==> config.mk <==
export PLATFORM = sky130hd
export DESIGN_NAME = viterbi_frame_sched
export DESIGN_NICKNAME = d
export VERILOG_FILES = /design/src/rtl/viterbi_frame_sched.sv
export SDC_FILE = /design/constraint.sdc
export NUM_CORES = 1
export LEC_CHECK = 0
export BUFFER_PORTS_ARGS = -buffer_cell sky130_fd_sc_hd__buf_2
export CAP_MARGIN = 10
export CORE_ASPECT_RATIO = 0.8
export CORE_MARGIN = 3
export CORE_UTILIZATION = 65
export CTS_BUF_LIST = sky130_fd_sc_hd__clkbuf_2
export DETAILED_ROUTE_END_ITERATION = 10
export HOLD_SLACK_MARGIN = 0.15
export PLACE_DENSITY = 0.95
export SYNTH_ARGS = -nofsm -noshare
export SYNTH_HDL_FRONTEND = slang
export SYNTH_SLANG_ARGS = --single-unit
==> constraint.sdc <==
create_clock -name clk1 -period 4.3 [get_ports clk1]
set_input_delay 0.645 -clock clk1 [delete_from_list [all_inputs] [get_ports clk1]]
set_output_delay 0.645 -clock clk1 [all_outputs]
set_load 0.05 [all_outputs]
==> src/rtl/viterbi_frame_sched.sv <==
// Shares one Viterbi decoder core between two serial coded-bit channels:
// per-channel framing, round-robin issue with timeout, per-channel result serializers.
module viterbi_frame_sched #(
    parameter int CODE_LEN = 14,
    parameter int INFO_LEN = 7,
    parameter int TIMEOUT  = 15
) (
    input  logic                clk1,
    input  logic                reset,
    input  logic                ch0_valid,
    input  logic                ch0_bit,
    input  logic                ch1_valid,
    input  logic                ch1_bit,
    output logic                core_start,
    output logic [CODE_LEN-1:0] core_code,
    input  logic                core_done,
    input  logic [INFO_LEN-1:0] core_data,
    output logic                ch0_out_valid,
    output logic                ch0_out_bit,
    output logic                ch1_out_valid,
    output logic                ch1_out_bit,
    output logic                ch0_drop,
    output logic                ch1_drop,
    output logic                timeout_err
);

    localparam int CW = $clog2(CODE_LEN);
    localparam int RW = $clog2(INFO_LEN);

    typedef enum logic [1:0] {S_IDLE, S_ISSUE, S_WAIT, S_RESULT} state_t;

    logic [1:0]                   in_valid, in_bit;
    logic [1:0][CW-1:0]           cnt_q;
    logic [1:0][CODE_LEN-1:0]     shreg_q, buf_q;
    logic [1:0]                   pend_q, drop_q;

    state_t                       state_q;
    logic                         grant_q, last_grant_q, grant_d;
    logic [3:0]                   timer_q;
    logic [INFO_LEN-1:0]          res_q;
    logic                         start_q, tmo_q;
    logic [CODE_LEN-1:0]          code_q;

    logic [1:0]                   ser_vld_q, ser_bit_q;
    logic [1:0][INFO_LEN-2:0]     ser_sh_q;
    logic [1:0][RW-1:0]           ser_rem_q;

    logic [1:0]                   issue_clr, ser_load;

    assign in_valid = {ch1_valid, ch0_valid};
    assign in_bit   = {ch1_bit, ch0_bit};

    always_comb begin
        grant_d   = (pend_q == 2'b11) ? ~last_grant_q : pend_q[1];
        issue_clr = '0;
        ser_load  = '0;
        if (state_q == S_ISSUE)
            issue_clr[grant_q] = 1'b1;
        if (state_q == S_RESULT && !ser_vld_q[grant_q])
            ser_load[grant_q] = 1'b1;
    end

    // A completion landing on the ISSUE edge of the same channel is accepted:
    // the set of pend overrides the clear, and buf takes the new frame.
    always_ff @(posedge clk1) begin
        if (reset) begin
            cnt_q   <= '0;
            shreg_q <= '0;
            buf_q   <= '0;
            pend_q  <= '0;
            drop_q  <= '0;
        end else begin
            for (int c = 0; c < 2; c++) begin
                drop_q[c] <= 1'b0;
                if (issue_clr[c])
                    pend_q[c] <= 1'b0;
                if (!in_valid[c]) begin
                    cnt_q[c] <= '0;
                end else if (cnt_q[c] == CW'(CODE_LEN-1)) begin
                    cnt_q[c] <= '0;
                    if (!pend_q[c] || issue_clr[c]) begin
                        buf_q[c]  <= {in_bit[c], shreg_q[c][CODE_LEN-2:0]};
                        pend_q[c] <= 1'b1;
                    end else begin
                        drop_q[c] <= 1'b1;
                    end
                end else begin
                    shreg_q[c][cnt_q[c]] <= in_bit[c];
                    cnt_q[c]             <= cnt_q[c] + 1'b1;
                end
            end
        end
    end

    always_ff @(posedge clk1) begin
        if (reset) begin
            state_q      <= S_IDLE;
            grant_q      <= 1'b0;
            last_grant_q <= 1'b1;
            timer_q      <= '0;
            res_q        <= '0;
            start_q      <= 1'b0;
            code_q       <= '0;
            tmo_q        <= 1'b0;
        end else begin
            start_q <= 1'b0;
            tmo_q   <= 1'b0;
            case (state_q)
                S_IDLE: begin
                    if (|pend_q) begin
                        grant_q <= grant_d;
                        start_q <= 1'b1;
                        code_q  <= buf_q[grant_d];
                        state_q <= S_ISSUE;
                    end
                end
                S_ISSUE: begin
                    last_grant_q <= grant_q;
                    timer_q      <= '0;
                    state_q      <= S_WAIT;
                end
                S_WAIT: begin
                    if (core_done) begin
                        res_q   <= core_data;
                        state_q <= S_RESULT;
                    end else if (timer_q == 4'(TIMEOUT-1)) begin
                        tmo_q   <= 1'b1;
                        state_q <= S_IDLE;
                    end else if (timer_q != 4'hF) begin
                        timer_q <= timer_q + 1'b1;
                    end
                end
                S_RESULT: begin
                    if (!ser_vld_q[grant_q])
                        state_q <= S_IDLE;
                end
                default: state_q <= S_IDLE;
            endcase
        end
    end

    // Serializer: MSB of the result goes out first, INFO_LEN cycles back to back.
    always_ff @(posedge clk1) begin
        if (reset) begin
            ser_vld_q <= '0;
            ser_bit_q <= '0;
            ser_sh_q  <= '0;
            ser_rem_q <= '0;
        end else begin
            for (int c = 0; c < 2; c++) begin
                if (ser_load[c]) begin
                    ser_vld_q[c] <= 1'b1;
                    ser_bit_q[c] <= res_q[INFO_LEN-1];
                    ser_sh_q[c]  <= res_q[INFO_LEN-2:0];
                    ser_rem_q[c] <= RW'(INFO_LEN-1);
                end else if (ser_rem_q[c] != '0) begin
                    ser_bit_q[c] <= ser_sh_q[c][INFO_LEN-2];
                    ser_sh_q[c]  <= {ser_sh_q[c][INFO_LEN-3:0], 1'b0};
                    ser_rem_q[c] <= ser_rem_q[c] - 1'b1;
                end else begin
                    ser_vld_q[c] <= 1'b0;
                    ser_bit_q[c] <= 1'b0;
                end
            end
        end
    end

    assign core_start    = start_q;
    assign core_code     = code_q;
    assign timeout_err   = tmo_q;
    assign ch0_drop      = drop_q[0];
    assign ch1_drop      = drop_q[1];
    assign ch0_out_valid = ser_vld_q[0];
    assign ch0_out_bit   = ser_bit_q[0];
    assign ch1_out_valid = ser_vld_q[1];
    assign ch1_out_bit   = ser_bit_q[1];

endmodule

### Word level (Yosys, flattened, before mapping)

Cells that the tools add are included.
W data, S select, Z words.

* add/sub/neg operators: 5
* multiply operators: 0
* divide/modulo/power cells: 0
* magnitude comparators: 7
* equality and inequality tests: 16
* shifts and indexed selects: 0
* mux-type cells: 52
* bitwise logic cells: 7
* reductions and logical operators: 32

Operators by type and width (count)
* $bwmux W14: 2
* $mux W14: 2
* $mux W1: 26
* $mux W6: 4
* $reduce_or A3 Y1: 5
* $ne A2 B2 Y1 const B: 7
* $add A4 B1 Y4 const B: 3
* $eq A4 B4 Y1 const B: 3
* $mux W2: 6
* $mux W3: 4
* $mux W4: 3
* $lt A4 B5 Y1 const B: 2
* $reduce_and A3 Y1: 3
* $demux W1 S4: 2
* $ge A4 B1 Y1 const B: 2
* $pmux W2 S4: 1
* $pmux W4 S2: 1
* $reduce_and A2 Y1: 4
* $reduce_or A2 Y1: 4
* $not A1 Y1: 7
* $eq A2 B2 Y1 const B: 3
* $reduce_bool A2 Y1: 3
* $reduce_bool A3 Y1: 2
* $sub A3 B1 Y3 const B: 2
* 11 further kinds: 18

* bits in registers: 121
* bits in latches: 0
* RAM bits: 0
* memory bits (read-only): 0
* input port bits: 14
* output and inout port bits: 22
* logic and storage cells: 145
* memories: 0

### Depth between registers and ports, before layout

* depth after elaboration: 9
* depth in mapped cells: 7
* depth with buffers taken out: 5

### Worst setup path after synthesis

No wires, ideal clock.

* kind: in2reg
* from: in ch0_valid
* to: reg shreg_q[12] (netlist name)
* setup time: 0.070 ns
* arrival time: 1.583 ns
* data required time: 4.230 ns
* path slack: 2.647 ns
* stages on the path: 4
* path buffers: 1
* path through: buf_2 > nand2_1 > or4b_2 > a21oi_1

* cells in the longest elaborated chain, start to end: 1

Ends and longest elaborated chain
* from (decl): RTL line 10 `input logic ch0_valid,`
* $reduce_and A2 Y1 (no line)
* to (signal, indexed assignment): RTL line 88 `shreg_q[c][cnt_q[c]] <= in_bit[c];`
* to (decl): RTL line 34 `logic [1:0][CODE_LEN-1:0] shreg_q, buf_q;`

No other way between the ends.
A chain may end at the register's enable or synchronous reset.

### Worst setup path after layout

* from: reg state_q[0]
* to: reg buf_q[15] (netlist name)

* cells in the longest elaborated chain, start to end: 4

Ends and longest elaborated chain
* from (decl): RTL line 37 `state_t state_q;`
* from (signal assigned): RTL line 97 `state_q <= S_IDLE;`
* from (signal assigned): RTL line 114 `state_q <= S_ISSUE;`
* from (signal assigned): RTL line 120 `state_q <= S_WAIT;`
* $eq A2 B1 Y1: RTL line 57 `if (state_q == S_ISSUE)`
* $mux W2: RTL line 57
* $logic_or A1 B1 Y1: RTL line 81 `if (!pend_q[c] || issue_clr[c]) begin`
* $reduce_and A3 Y1 (no line)
* to (signal, indexed assignment): RTL line 82 `buf_q[c] <= {in_bit[c], shreg_q[c][CODE_LEN-2:0]};`
* to (decl): RTL line 34

No other way between the ends.

==> flow_metrics.env <==
export IMPL_status="finished clean"
export IMPL_postSynthNetCount=576
export IMPL_holdPathEnd="res_q[3]"
export IMPL_dieWidth_um=106
export IMPL_grt_pass1_wl_um=18700
export IMPL_clockPowerShare=0.415
export IMPL_post_route_min_period_ps=2180
export IMPL_hold_ws_ps=200
export IMPL_cts_resized=0
export IMPL_core_area_um2=7600
export IMPL_min_path_type="input pin to flip-flop"
export IMPL_clkLatencyLatePin_ps=680
export IMPL_cp_slowest_stage_delay_ps=840
export IMPL_fin_tns_setup_ps=0
export IMPL_holdPathStages=3
export IMPL_yosysTopAreaCell="dfxtp_1"
export IMPL_place_congestion=0.786
export IMPL_die_area_um2=9150
export IMPL_fin_crit_sh=0.507
export IMPL_routed_wl_um=11300
export IMPL_syn_avg_cell_area_um2=9.46
export IMPL_routedWlPerCell_um=16.5
export IMPL_synth_top_cell_area_share=0.456
export IMPL_syn_area_um2=5220
export IMPL_setup_violations=0
export IMPL_max_cap_viol_count=0
export IMPL_synth_area_top_cells="dfxtp_1 (46%), mux2i_1 (13%), nand2b_1 (6.9%)"
export IMPL_grt_usage=0.260
export IMPL_start_kind="flip-flop"
export IMPL_dr_first_iter_drc_count=371
export IMPL_fin_util=0.741
export IMPL_worstMarginPinSlew_ps=1140
export IMPL_cts_buffers=17
export IMPL_cts_root_buf="clkbuf_2"
export IMPL_crit_reg2reg_launch="state_q[0]"
export IMPL_fp_row_count=28
export IMPL_clock_sinks=119
export IMPL_dp_slack_ps=2100
export IMPL_io_pins=36
export IMPL_finalWorstSetupSlack_ps=2120
export IMPL_cts_htree_levels=4
export IMPL_reg2reg_to="buf_q[15]"
export IMPL_switching_share=0.244
export IMPL_cellLeakagePower_nw=2.09
export IMPL_power_frac_seq=0.554
export IMPL_synth_warnings=0
export IMPL_syn_instance_count=552
export IMPL_area_growth_pct=7.91
export IMPL_rr_worst_depth=3
export IMPL_hold_viol=0
export IMPL_via_count=4085
export IMPL_cts_setup_buffers=0
export IMPL_regToRegSetupSlack_ps=2120
export IMPL_synth_edff_count=0
export IMPL_slowest_stage="a21oi_2"
export IMPL_peakVddDrop_mv=0.230
export IMPL_grt_overflow_total=0
export IMPL_drv_slew=0
export IMPL_drtPass1Iterations=5
export IMPL_synth_seq_area_share=0.456
export IMPL_ys_types=46
export IMPL_ys_flop_type="dfxtp_1"
export IMPL_clock_skew_final_ps=37.2
export IMPL_nNetsFinal=591
export IMPL_grt_pass1_vias=3832
export IMPL_grt_max_degree=140
export IMPL_ys_seq_elements=119
export IMPL_antenna_cells=0
export IMPL_io_buffer_count=35
export IMPL_cts_tree="done"
export IMPL_internal_power_mw=1.52
export IMPL_clk_pin_slew_ps=200
export IMPL_worstHoldStart="core_data[3]"
export IMPL_power_density_nw_per_um2=356
export IMPL_drive_above_1_share=0.131
export IMPL_rsz0062_at_grt="false"
export IMPL_start_util=0.687
export IMPL_slew_headroom=0.241
export IMPL_cp_arrival_ps=2780
export IMPL_dieHeight_um=86.2
export IMPL_path_max_fanout=16
export IMPL_worst_setup_path_type="flip-flop to flip-flop"
export IMPL_path_cells="nand3b_1 > a21oi_2 > mux2i_1"
export IMPL_antenna_found_initial=0
export IMPL_worst_endpoint_required_ps=4900
export IMPL_dp_hpwl_um=7470
export IMPL_ctsHoldBuffers=0
export IMPL_comb_power_share=0.031
export IMPL_max_freq_mhz=459
export IMPL_final_antenna_net_count=0
export IMPL_vias_per_cell=5.96
export IMPL_synthArstFlopShare=0
export IMPL_netSwitchingPower_mw=0.490
export IMPL_drcViolationCount=0
export IMPL_clockBufferDepth=2
export IMPL_end_kind="flip-flop"
-- metal layers --
layer	up-vias	wire (um)	track usage
li1	1977	-	-
met1	1917	5040	0.344
met2	166	5280	0.404
met3	25	781	0.0835
met4	0	231	0.0929
met5	-	0	0
-- layout make-up --
type / count / area, um2
clock buffers: 17 / 85.1
clock inverters: 15 / 199
fillers: 495 / 1970
inverters: 10 / 37.5
multi-input cells: 383 / 2610
flip-flops and latches: 119 / 2380
well taps: 105 / 131
repair buffers: 36 / 185
-- power groups by stage --
stage | combinational, mW | sequential [mW] | clock, mW
6_report | 0.0614 | 1.11 | 0.833
3_3_place_gp | 0.0574 | 1.13 | 0
4_1_cts | 0.0604 | 1.11 | 0.836
3_5_place_dp | 0.0599 | 1.13 | 0
2_1_floorplan | 0.0457 | 1.13 | 0
5_1_grt | 0.0678 | 1.11 | 0.889
-- cell families after synthesis --
kind of cell | share of synthesized area
adders and majority gates | 0.0240
buffers and inverters | 0.0431
muxes | 0.134
AOI/OAI and AO/OA | 0.107
and+or+nand+nor | 0.229
xor gates and xnor gates | 0.00671
DFF | 0.456
-- synthesized netlist by cell type (5+ instances only) --
master      n
nand3_1     8
mux2i_1    70
nand2b_1   58
nor2_1     51
dfxtp_1   119
nor3_1      7
clkbuf_1   28
a211oi_1   14
buf_2       7
nand3b_1    5
nand2_1    38
a21oi_1    39
o21ai_0     8
inv_1      10
or3_1       5
a311oi_1   10
nand4b_1   17
nand4_1     7
ha_1       10
-- cells in the final DEF, fill, tap and decap left out, drive strengths merged, types with 4 or more instances in the layout --
cell type and instances:
a211oi 14, a21oi 41, a311oi 10, buf 36, bufinv 4, clkbuf 17
clkinv 4, dfxtp 119, ha 10, inv 14, mux2i 70, nand2 38
nand2b 58, nand3 8, nand3b 5, nand4 7, nand4b 17, nor2 51
nor3 7, nor4bb 4, o21ai 8, or3 5
-- worst max-delay path, delay by kind of cell (launching register included) --
family | cells | cell delay (ps)
mux | 1 | 310
compound gates | 1 | 840
simple gates | 1 | 280
flops | 1 | 670
-- registers in the layout, summed over array words and instances (netlist names) --
signal / flops
state_q: 2
timeout_err: 1
buf_q: 28
grant_q: 1
res_q: 7
timer_q: 4
cnt_q: 8
ser_rem_q: 6
drop_q: 2
core_start: 1
ser_vld_q: 2
shreg_q: 26
ser_bit_q: 2
pend_q: 2
ser_sh_q: 12
last_grant_q: 1
core_code: 14
-- worst max path at each step --
stage | depth (start not counted) | end | start | slack [ps]
after floorplan | 4 | shreg_q[12] | ch0_valid | 2650
after global placement | 4 | buf_q[20] | ch1_valid | 2220
after detailed placement | 4 | buf_q[22] | ch1_valid | 2100
after CTS | 4 | buf_q[15] | cnt_q[4] | 2180
after global routing | 3 | buf_q[15] | state_q[0] | 1990
final | 3 | buf_q[15] | state_q[0] | 2120
-- per-stage QoR --
stage	power, mW	cell area, um2	std cells
5_1_grt	2.07	5630	685
2_1_floorplan	1.18	5220	552
3_3_place_gp	1.19	5350	653
3_5_place_dp	1.19	5350	653
6_report	2.01	5630	685
4_1_cts	2.01	5630	685
(Power assumes the default switching activity.)
